File: config.mk
export PLATFORM = sky130hd
export DESIGN_NAME = param_fifo
export DESIGN_NICKNAME = d
export VERILOG_FILES = /design/src/rtl/param_fifo.sv
export SDC_FILE = /design/constraint.sdc
export NUM_CORES = 1
export LEC_CHECK = 0
export CELL_PAD_IN_SITES_DETAIL_PLACEMENT = 1
export CELL_PAD_IN_SITES_GLOBAL_PLACEMENT = 1
export CORE_UTILIZATION = 46
export CTS_CLUSTER_SIZE = 10
export DETAILED_ROUTE_END_ITERATION = 12
export PLACE_DENSITY = 0.88
export SKIP_CTS_REPAIR_TIMING = 1
export SLEW_MARGIN = 20
export SYNTH_ARGS = -nofsm -noshare
export SYNTH_HDL_FRONTEND = slang
export SYNTH_SLANG_ARGS = --single-unit
File: constraint.sdc
create_clock -name clk -period 8.6 [get_ports clk]
set_input_delay 0.86 -clock clk [delete_from_list [all_inputs] [get_ports clk]]
set_output_delay 0.86 -clock clk [all_outputs]
set_load 0.02 [all_outputs]
File: src/rtl/param_fifo.sv
// Synchronous FIFO with a parameterised width and depth (depth need not be a power of two).
// It has threshold flags, sticky overflow/underflow error bits, and either a fall-through or a registered read port.
module param_fifo #(
  parameter int WIDTH    = 32,
  parameter int DEPTH    = 3,
  parameter int AF_LEVEL = DEPTH - 1,
  parameter int AE_LEVEL = 1,
  parameter bit FWFT     = 1'b1
) (
  input  logic                       clk,
  input  logic                       reset,
  input  logic                       w_valid,
  input  logic [WIDTH-1:0]           data_in,
  input  logic                       r_ready,
  input  logic                       clr_err,
  output logic [WIDTH-1:0]           data_out,
  output logic                       fifo_full,
  output logic                       fifo_empty,
  output logic                       almost_full,
  output logic                       almost_empty,
  output logic [$clog2(DEPTH+1)-1:0] fill_count,
  output logic                       overflow,
  output logic                       underflow
);

  localparam int PW = (DEPTH > 1) ? $clog2(DEPTH) : 1;
  localparam int CW = $clog2(DEPTH + 1);
  localparam logic [PW-1:0] LAST_PTR = PW'(DEPTH - 1);
  localparam logic [CW-1:0] FULL_CNT = CW'(DEPTH);

  logic [WIDTH-1:0] r_mem [DEPTH];
  logic [PW-1:0]    r_wr_ptr;
  logic [PW-1:0]    r_rd_ptr;
  logic [CW-1:0]    r_fill_count;
  logic             r_overflow;
  logic             r_underflow;
  logic             w_wr_acc;
  logic             w_rd_acc;

  // Flags decode only the registered count, so no input ever reaches a flag combinationally.
  assign fifo_full    = (r_fill_count == FULL_CNT);
  assign fifo_empty   = (r_fill_count == '0);
  assign almost_full  = (int'(r_fill_count) >= AF_LEVEL);
  assign almost_empty = (int'(r_fill_count) <= AE_LEVEL);
  assign fill_count   = r_fill_count;
  assign overflow     = r_overflow;
  assign underflow    = r_underflow;

  // A request is accepted only when the registered state allows it.
  // At full, only the read goes through. At empty, only the write goes through.
  assign w_wr_acc = w_valid && !fifo_full;
  assign w_rd_acc = r_ready && !fifo_empty;

  // NOTE: sequential state uses non-blocking assignments so every register samples pre-edge values.
  always_ff @(posedge clk or negedge reset) begin
    if (!reset) begin
      r_wr_ptr     <= '0;
      r_rd_ptr     <= '0;
      r_fill_count <= '0;
      r_overflow   <= 1'b0;
      r_underflow  <= 1'b0;
    end else begin
      if (w_wr_acc) r_wr_ptr <= (r_wr_ptr == LAST_PTR) ? '0 : r_wr_ptr + PW'(1);
      if (w_rd_acc) r_rd_ptr <= (r_rd_ptr == LAST_PTR) ? '0 : r_rd_ptr + PW'(1);
      case ({w_wr_acc, w_rd_acc})
        2'b10:   r_fill_count <= r_fill_count + CW'(1);
        2'b01:   r_fill_count <= r_fill_count - CW'(1);
        default: r_fill_count <= r_fill_count;
      endcase
      // A set event on the same edge wins over clr_err.
      r_overflow  <= (w_valid && fifo_full)  || (r_overflow  && !clr_err);
      r_underflow <= (r_ready && fifo_empty) || (r_underflow && !clr_err);
    end
  end

  // NOTE: the storage array has no reset; the pointers alone decide which entries are valid.
  always_ff @(posedge clk) begin
    if (w_wr_acc) r_mem[r_wr_ptr] <= data_in;
  end

  generate
    if (FWFT) begin : g_fwft
      assign data_out = r_mem[r_rd_ptr];
    end else begin : g_registered
      logic [WIDTH-1:0] r_data_out;
      always_ff @(posedge clk or negedge reset) begin
        if (!reset)        r_data_out <= '0;
        else if (w_rd_acc) r_data_out <= r_mem[r_rd_ptr];
      end
      assign data_out = r_data_out;
    end
  endgenerate

endmodule

==> flow_summary.toml, run 1 <==
[floorplan]
die_w_um = 95.44
num_rows = 33
initial_utilization_pct = 48.15
coreArea_um2 = 8341
ios = 77
die-height_um = 95.44
dieArea_um2 = 9109

[timing]
fin_crit_sh_pct = 39.90
rsz0062_at_grt = "false"
setup_ws_ns = 5.168
hold_viol = 0
worstMarginPinSlew_ns = 1.053
slew_viol_final = 0
maxSlewHeadroom_pct = 29.79
setup_viol = 0
tns_ns = 0
min_period_ns = 3.432
clock_skew_ns = 0.01065
max_freq_mhz = 291.4

[synth]
synth_ff_type = "edfxtp_1"
ys_types = 26
synth_top_family_by_area = "multiplexers"
synth_warnings = 0
synthMuxAreaShare_pct = 8.629
syn_area_per_cell_um2 = 16.67
synth_top_area_share_pct = 71.78
synthArstFlopShare_pct = 7.692
synth_edf_count = 96
netlist_area_um2 = 4016
synth_area_leaders = "edfxtp_1 (72%), mux2i_1 (8.0%), dfrtp_1 (5.0%)"
synth_largest_area_cell = "edfxtp_1"
synthSimpleGateAreaFrac_pct = 5.109
syn_inst = 241
synth-seq-cells = 104
synth-xor-area-share_pct = 0.4361
synthAdderAreaFrac_pct = 1.558
synth_compound_area_share_pct = 4.735
yosysSeqAreaShare_pct = 76.76
syn_nets = 283

[critical_path]
crit_fanout = 35
critical_path_buf_inv_count = 1
cp.required_ns = 7.74
worst_r2r_path_depth = 2
critPathCaptureType = "primary output"
crit_type = "flip-flop to primary output"
r2r_setup_slack_ns = 6.49
r2r-end = "r_mem[1][16]$_DFFE_PP_"
critical_path_arrival_ns = 2.57
cpPeakStageDelay_ns = 1.07
cp_slowest_cell = "dfrtp_2"
rr_startpoint = "fill_count[0]$_DFFE_PN0P_"
start_kind = "flip-flop"
crit_family = "flip-flops"
critPathCapture = "data_out[0]"
crit_chain = "mux2i_1, o21ai_0, clkdlybuf4s50_1"
worstSetupPathDepth = 3
setup.worst_path.start = "r_rd_ptr[0]$_DFFE_PN0P_"

[layout]
areaGrowthSynthToFinish_pct = 25.17
fin_util_pct = 60.28
drive_gt1_share_pct = 8.000
fin_area_um2 = 5027
mostFrequentLayoutCells = "edfxtp_1 (96), clkdlybuf4s50_1 (76), nand2_1 (35)"
final_cells = 430
layout_commonest_cell = "edfxtp_1"
final_nets = 362
antenna_cells = 0

[place]
dp_cells = 414
hpwl_um = 4617
port_buffers = 76
place_ws_ns = 5.510
gp_congestion = 0.6795
place_area_um2 = 4851

[cts]
path_clk_slew_ns = 0.10
clockRootBuffer = "clkbuf_8"
cts_buffer_depth = 2
worst_skew_pair.late_latency_ns = 0.35
numCtsBuffers = 9
cts_tree = "built"
clock_sinks = 104
h-tree-depth = 3

[detailed_routing]
drt_iter0_drc = 43
drt_wl_total_um = 7184
ant_nets = 0
vias_per_cell = 5.021
routedWlPerCell_um = 16.71
dr.pass1.iters = 4
drc = 0
via_count = 2159

[min_path]
hold_class = "flip-flop to flip-flop"

[outcome]
status = "completed"

[grt]
grt_usage_pct = 17.00
grt_pass1_vias = 2250
grt_pass1_wl_um = 11200
overflow = 0
antenna_found_initial = 0
grt_max_degree = 68

[pwr]
leakage_nw = 1.760
powerDensity_nw_per_um2 = 339.3
peakVddDrop_uv = 157.1

[run]
max_cap_viol_count = 0
[per-stage QoR]
step                power [W]  hold slack [ns]
detailed placement   0.001466           0.5356
CTS                  0.001733           0.5524
global placement     0.001439           0.5102
floorplan            0.001170           0.4991
finish               0.001706           0.5486
global route         0.001798           0.5972
[worst register-to-register path: cells and delay by family, from the launching register on]
| kind | cells | cell delay [ns] |
|---|---|---|
| fa+ha+maj | 1 | 0.30 |
| flops | 1 | 0.45 |
| simple gates | 1 | 0.97 |
[area by class of cell]
| cell class | instances | area [um2] |
|---|---|---|
| multi-input combinational | 122 | 835.8 |
| timing repair buffer | 79 | 783.3 |
| sequential | 104 | 3088 |
| inverter | 4 | 15.01 |
| fill | 779 | 3313 |
| tap | 105 | 131.4 |
| clock buffer | 10 | 127.6 |
| clock inverter | 6 | 46.29 |
[Yosys cell counts (2+ instances only)]
| master | number |
|---|---|
| edfxtp_1 | 96 |
| nand2_1 | 35 |
| mux2i_1 | 32 |
| o21ai_1 | 28 |
| dfrtp_1 | 8 |
| o21ai_0 | 7 |
| ha_1 | 5 |
| buf_2 | 4 |
| inv_1 | 4 |
| a21o_1 | 2 |
| buf_8 | 2 |
| clkbuf_1 | 2 |
| nand2b_1 | 2 |
| xnor2_1 | 2 |
[worst min path at each step]
stage	start	to	cells past startpoint	slack (ns)
floorplan	r_wr_ptr[1]$_DFFE_PN0P_	r_wr_ptr[1]$_DFFE_PN0P_	1	0.50
global placement	underflow$_DFF_PN0_	underflow$_DFF_PN0_	2	0.51
detailed placement	underflow$_DFF_PN0_	underflow$_DFF_PN0_	2	0.54
CTS	underflow$_DFF_PN0_	underflow$_DFF_PN0_	2	0.55
global route	underflow$_DFF_PN0_	underflow$_DFF_PN0_	2	0.60
finish	underflow$_DFF_PN0_	underflow$_DFF_PN0_	2	0.55
[metal layers]
layer	wire, um	track usage [%]
met4	77	6.716
met3	238	2.951
met5	0	0
met1	3135	20.90
met2	3732	29.76
[cells by family after synthesis]
logic type                 after synthesis
adders and majority gates                5
DFF                                    104
xor gates and xnor gates                 2
and+or+nand+nor                         44
AOI/OAI and AO/OA                       37
muxes                                   34
buffers and inverters                   15
[power breakdown]
group | total, W | internal [W] | switching [W]
combinational | 0.000655 | 0.000323 | 0.000332
sequential | 0.000786 | 0.000673 | 0.000113
clock | 0.000265 | 0.000107 | 0.000158
total | 0.00171 | 0.00110 | 0.000604
[sequential cells by signal, summed over array words and instances, names as in the netlist]
signal      count
fill_count      2
r_rd_ptr        2
r_mem          96
r_wr_ptr        2
underflow       1
overflow        1
Power figures use the tool's default switching activity.
==> run 2, diff against run 1 <==
CORE_UTILIZATION = 39   (was 46)
PLACE_DENSITY = 0.8   (was 0.88)
clock period = 2.8 ns   (was 8.6 ns; I/O delays follow)
==> run 2 against run 1 <==
Global-route usage down 0.87 points; clock-buffer cell count did not move; sequential share of layout area fell by 1.4 points; via count is 2.2% higher; critical path depth up 1; non-clock buffer count increased by 4; worst hold slack lost 0.34 ns; largest cell class unchanged; largest power group unchanged.
==> flow_summary.toml, run 2 (same netlist as run 1, synthesis figures left out) <==
[outcome]
status = "completed"

[critical_path]
r2r_setup_slack_ns = 0.84
cp.required_ns = 2.52
cpPeakStageDelay_ns = 0.74
crit_family = "buffers and inverters"
crit_fanout = 32
critPathCaptureType = "primary output"
start_kind = "flip-flop"
crit_chain = "buf_4, nand2_1, o21ai_1, clkdlybuf4s50_1"
critical_path_buf_inv_count = 2
cp_slowest_cell = "dfrtp_2"
crit_type = "flip-flop to primary output"
critical_path_arrival_ns = 2.27

[cts]
h-tree-depth = 3
path_clk_slew_ns = 0.10
worst_skew_pair.late_latency_ns = 0.35
numCtsBuffers = 9
cts_tree = "built"
clock_sinks = 104
clockRootBuffer = "clkbuf_8"
cts_buffer_depth = 2

[grt]
grt_max_degree = 34
overflow = 0
antenna_found_initial = 1
grt_pass1_wl_um = 12520
grt_use_met2_pct = 28.73
grt_usage_pct = 16.13
grt_pass1_vias = 2416
grt.met3_usage_pct = 3.427
grt.met1_usage_pct = 19.40
grt-busiest-layer = "met2"

[detailed_routing]
via_count = 2206
drc = 0
vias_per_cell = 4.775
routedWlPerCell_um = 17.10
drt_wl_total_um = 7898
ant_nets = 0
drt_iter0_drc = 66
dr.pass1.iters = 4

[timing]
hold_slack_ns = 0.2062
min_period_ns = 2.546
rsz0062_at_grt = "false"
clock_skew_ns = 0.006940
tns_ns = 0
worstMarginPinSlew_ns = 0.5669
fin_crit_sh_pct = 90.92
setup_viol = 0
hold_viol = 0
max_freq_mhz = 392.8
slew_viol_final = 0
maxSlewHeadroom_pct = 62.20

[pwr]
comb_power_share_pct = 40.6
leakage_nw = 1.800
switching_share_pct = 35.18
powerDensity_nw_per_um2 = 1057
pwr-share-clk_pct = 17.1
switching_power_w = 0.001913
peakVddDrop_uv = 485.5
seqPwrFrac_pct = 42.3
p_int_w = 0.003525

[floorplan]
num_rows = 36
die-height_um = 103.5
ios = 77
dieArea_um2 = 10710
die_w_um = 103.5
coreArea_um2 = 9864
initial_utilization_pct = 40.72

[place]
port_buffers = 76
gp_congestion = 0.7092
hpwl_um = 5315
dp_cells = 446

[layout]
fin_util_pct = 52.13
largest_reg_flops = 96
antenna_cells = 0
layout_commonest_cell = "edfxtp_1"
areaGrowthSynthToFinish_pct = 28.04
final_cells = 462
mostFrequentLayoutCells = "edfxtp_1 (96), clkdlybuf4s50_1 (76), nand2_1 (35)"
final_nets = 366
regMostFlops = "r_mem"
fill_cells = 937
drive_gt1_share_pct = 9.422

[run]
max_cap_viol_count = 0

[min_path]
hold_class = "input port to asynchronous set/reset pin"
## run 2: layer usage
| layer | share of wire (%) | up-vias |
|---|---|---|
| li1 | - | 1057 |
| met1 | 42 | 1089 |
| met2 | 53 | 49 |
| met3 | 4.3 | 11 |
| met4 | 1.3 | 0 |
| met5 | 0 | - |
## run 2: stage by stage
stage / total power (W) / instance area (um2) / setup slack (ns)
2_1_floorplan: 0.003610 / 4036 / 0.3621
3_3_place_gp: 0.004500 / 4947 / 0.6549
3_5_place_dp: 0.004591 / 4947 / 0.6043
4_1_cts: 0.005529 / 5142 / 0.1981
5_1_grt: 0.005759 / 5142 / 0.07372
6_report: 0.005438 / 5142 / 0.2543
## run 2: cell type report
type | count | area (um2) | share of cell area (%)
multi-input combinational | 122 | 842.1 | 16.37
clock buffer | 10 | 127.6 | 2.482
tap | 133 | 166.4 | 3.236
inverter | 4 | 15.01 | 0.2920
timing repair buffer | 83 | 838.3 | 16.30
clock inverter | 6 | 67.56 | 1.314
sequential | 104 | 3085 | 60.00
## run 2: power by group through the flow
stage | clock, W | combinational [W] | sequential, W
finish | 0.000929 | 0.00221 | 0.00230
CTS | 0.000960 | 0.00226 | 0.00231
detailed placement | 0 | 0.00224 | 0.00235
global route | 0.00102 | 0.00239 | 0.00235
floorplan | 0 | 0.00138 | 0.00223
global placement | 0 | 0.00218 | 0.00232
## run 2: path summary, 6_finish.rpt
path                                            from                 endpoint  cells after the start
setup / recovery             r_rd_ptr[1]$_DFFE_PN0P_             data_out[20]                      4
hold / removal                                 reset      underflow$_DFF_PN0_                      1
setup reg to reg           fill_count[0]$_DFFE_PN0P_    r_mem[1][9]$_DFFE_PP_                      3
hold reg to reg                  underflow$_DFF_PN0_      underflow$_DFF_PN0_                      2
max in group asynchronous                      reset  r_rd_ptr[0]$_DFFE_PN0P_                      1
min in group clk                             r_ready      underflow$_DFF_PN0_                      3
## run 2: worst register-to-register path, stage by stage, from the launching register on
cell,delay (ns)
dfrtp_1,0.45
ha_1,0.30
and4bb_2,0.68
buf_12,0.25
==> run 3, diff against run 2 <==
SLEW_MARGIN = default   (was 20)
==> results of run 3 <==
No change in the layout: final DEF, timing and power equal those of run 2.
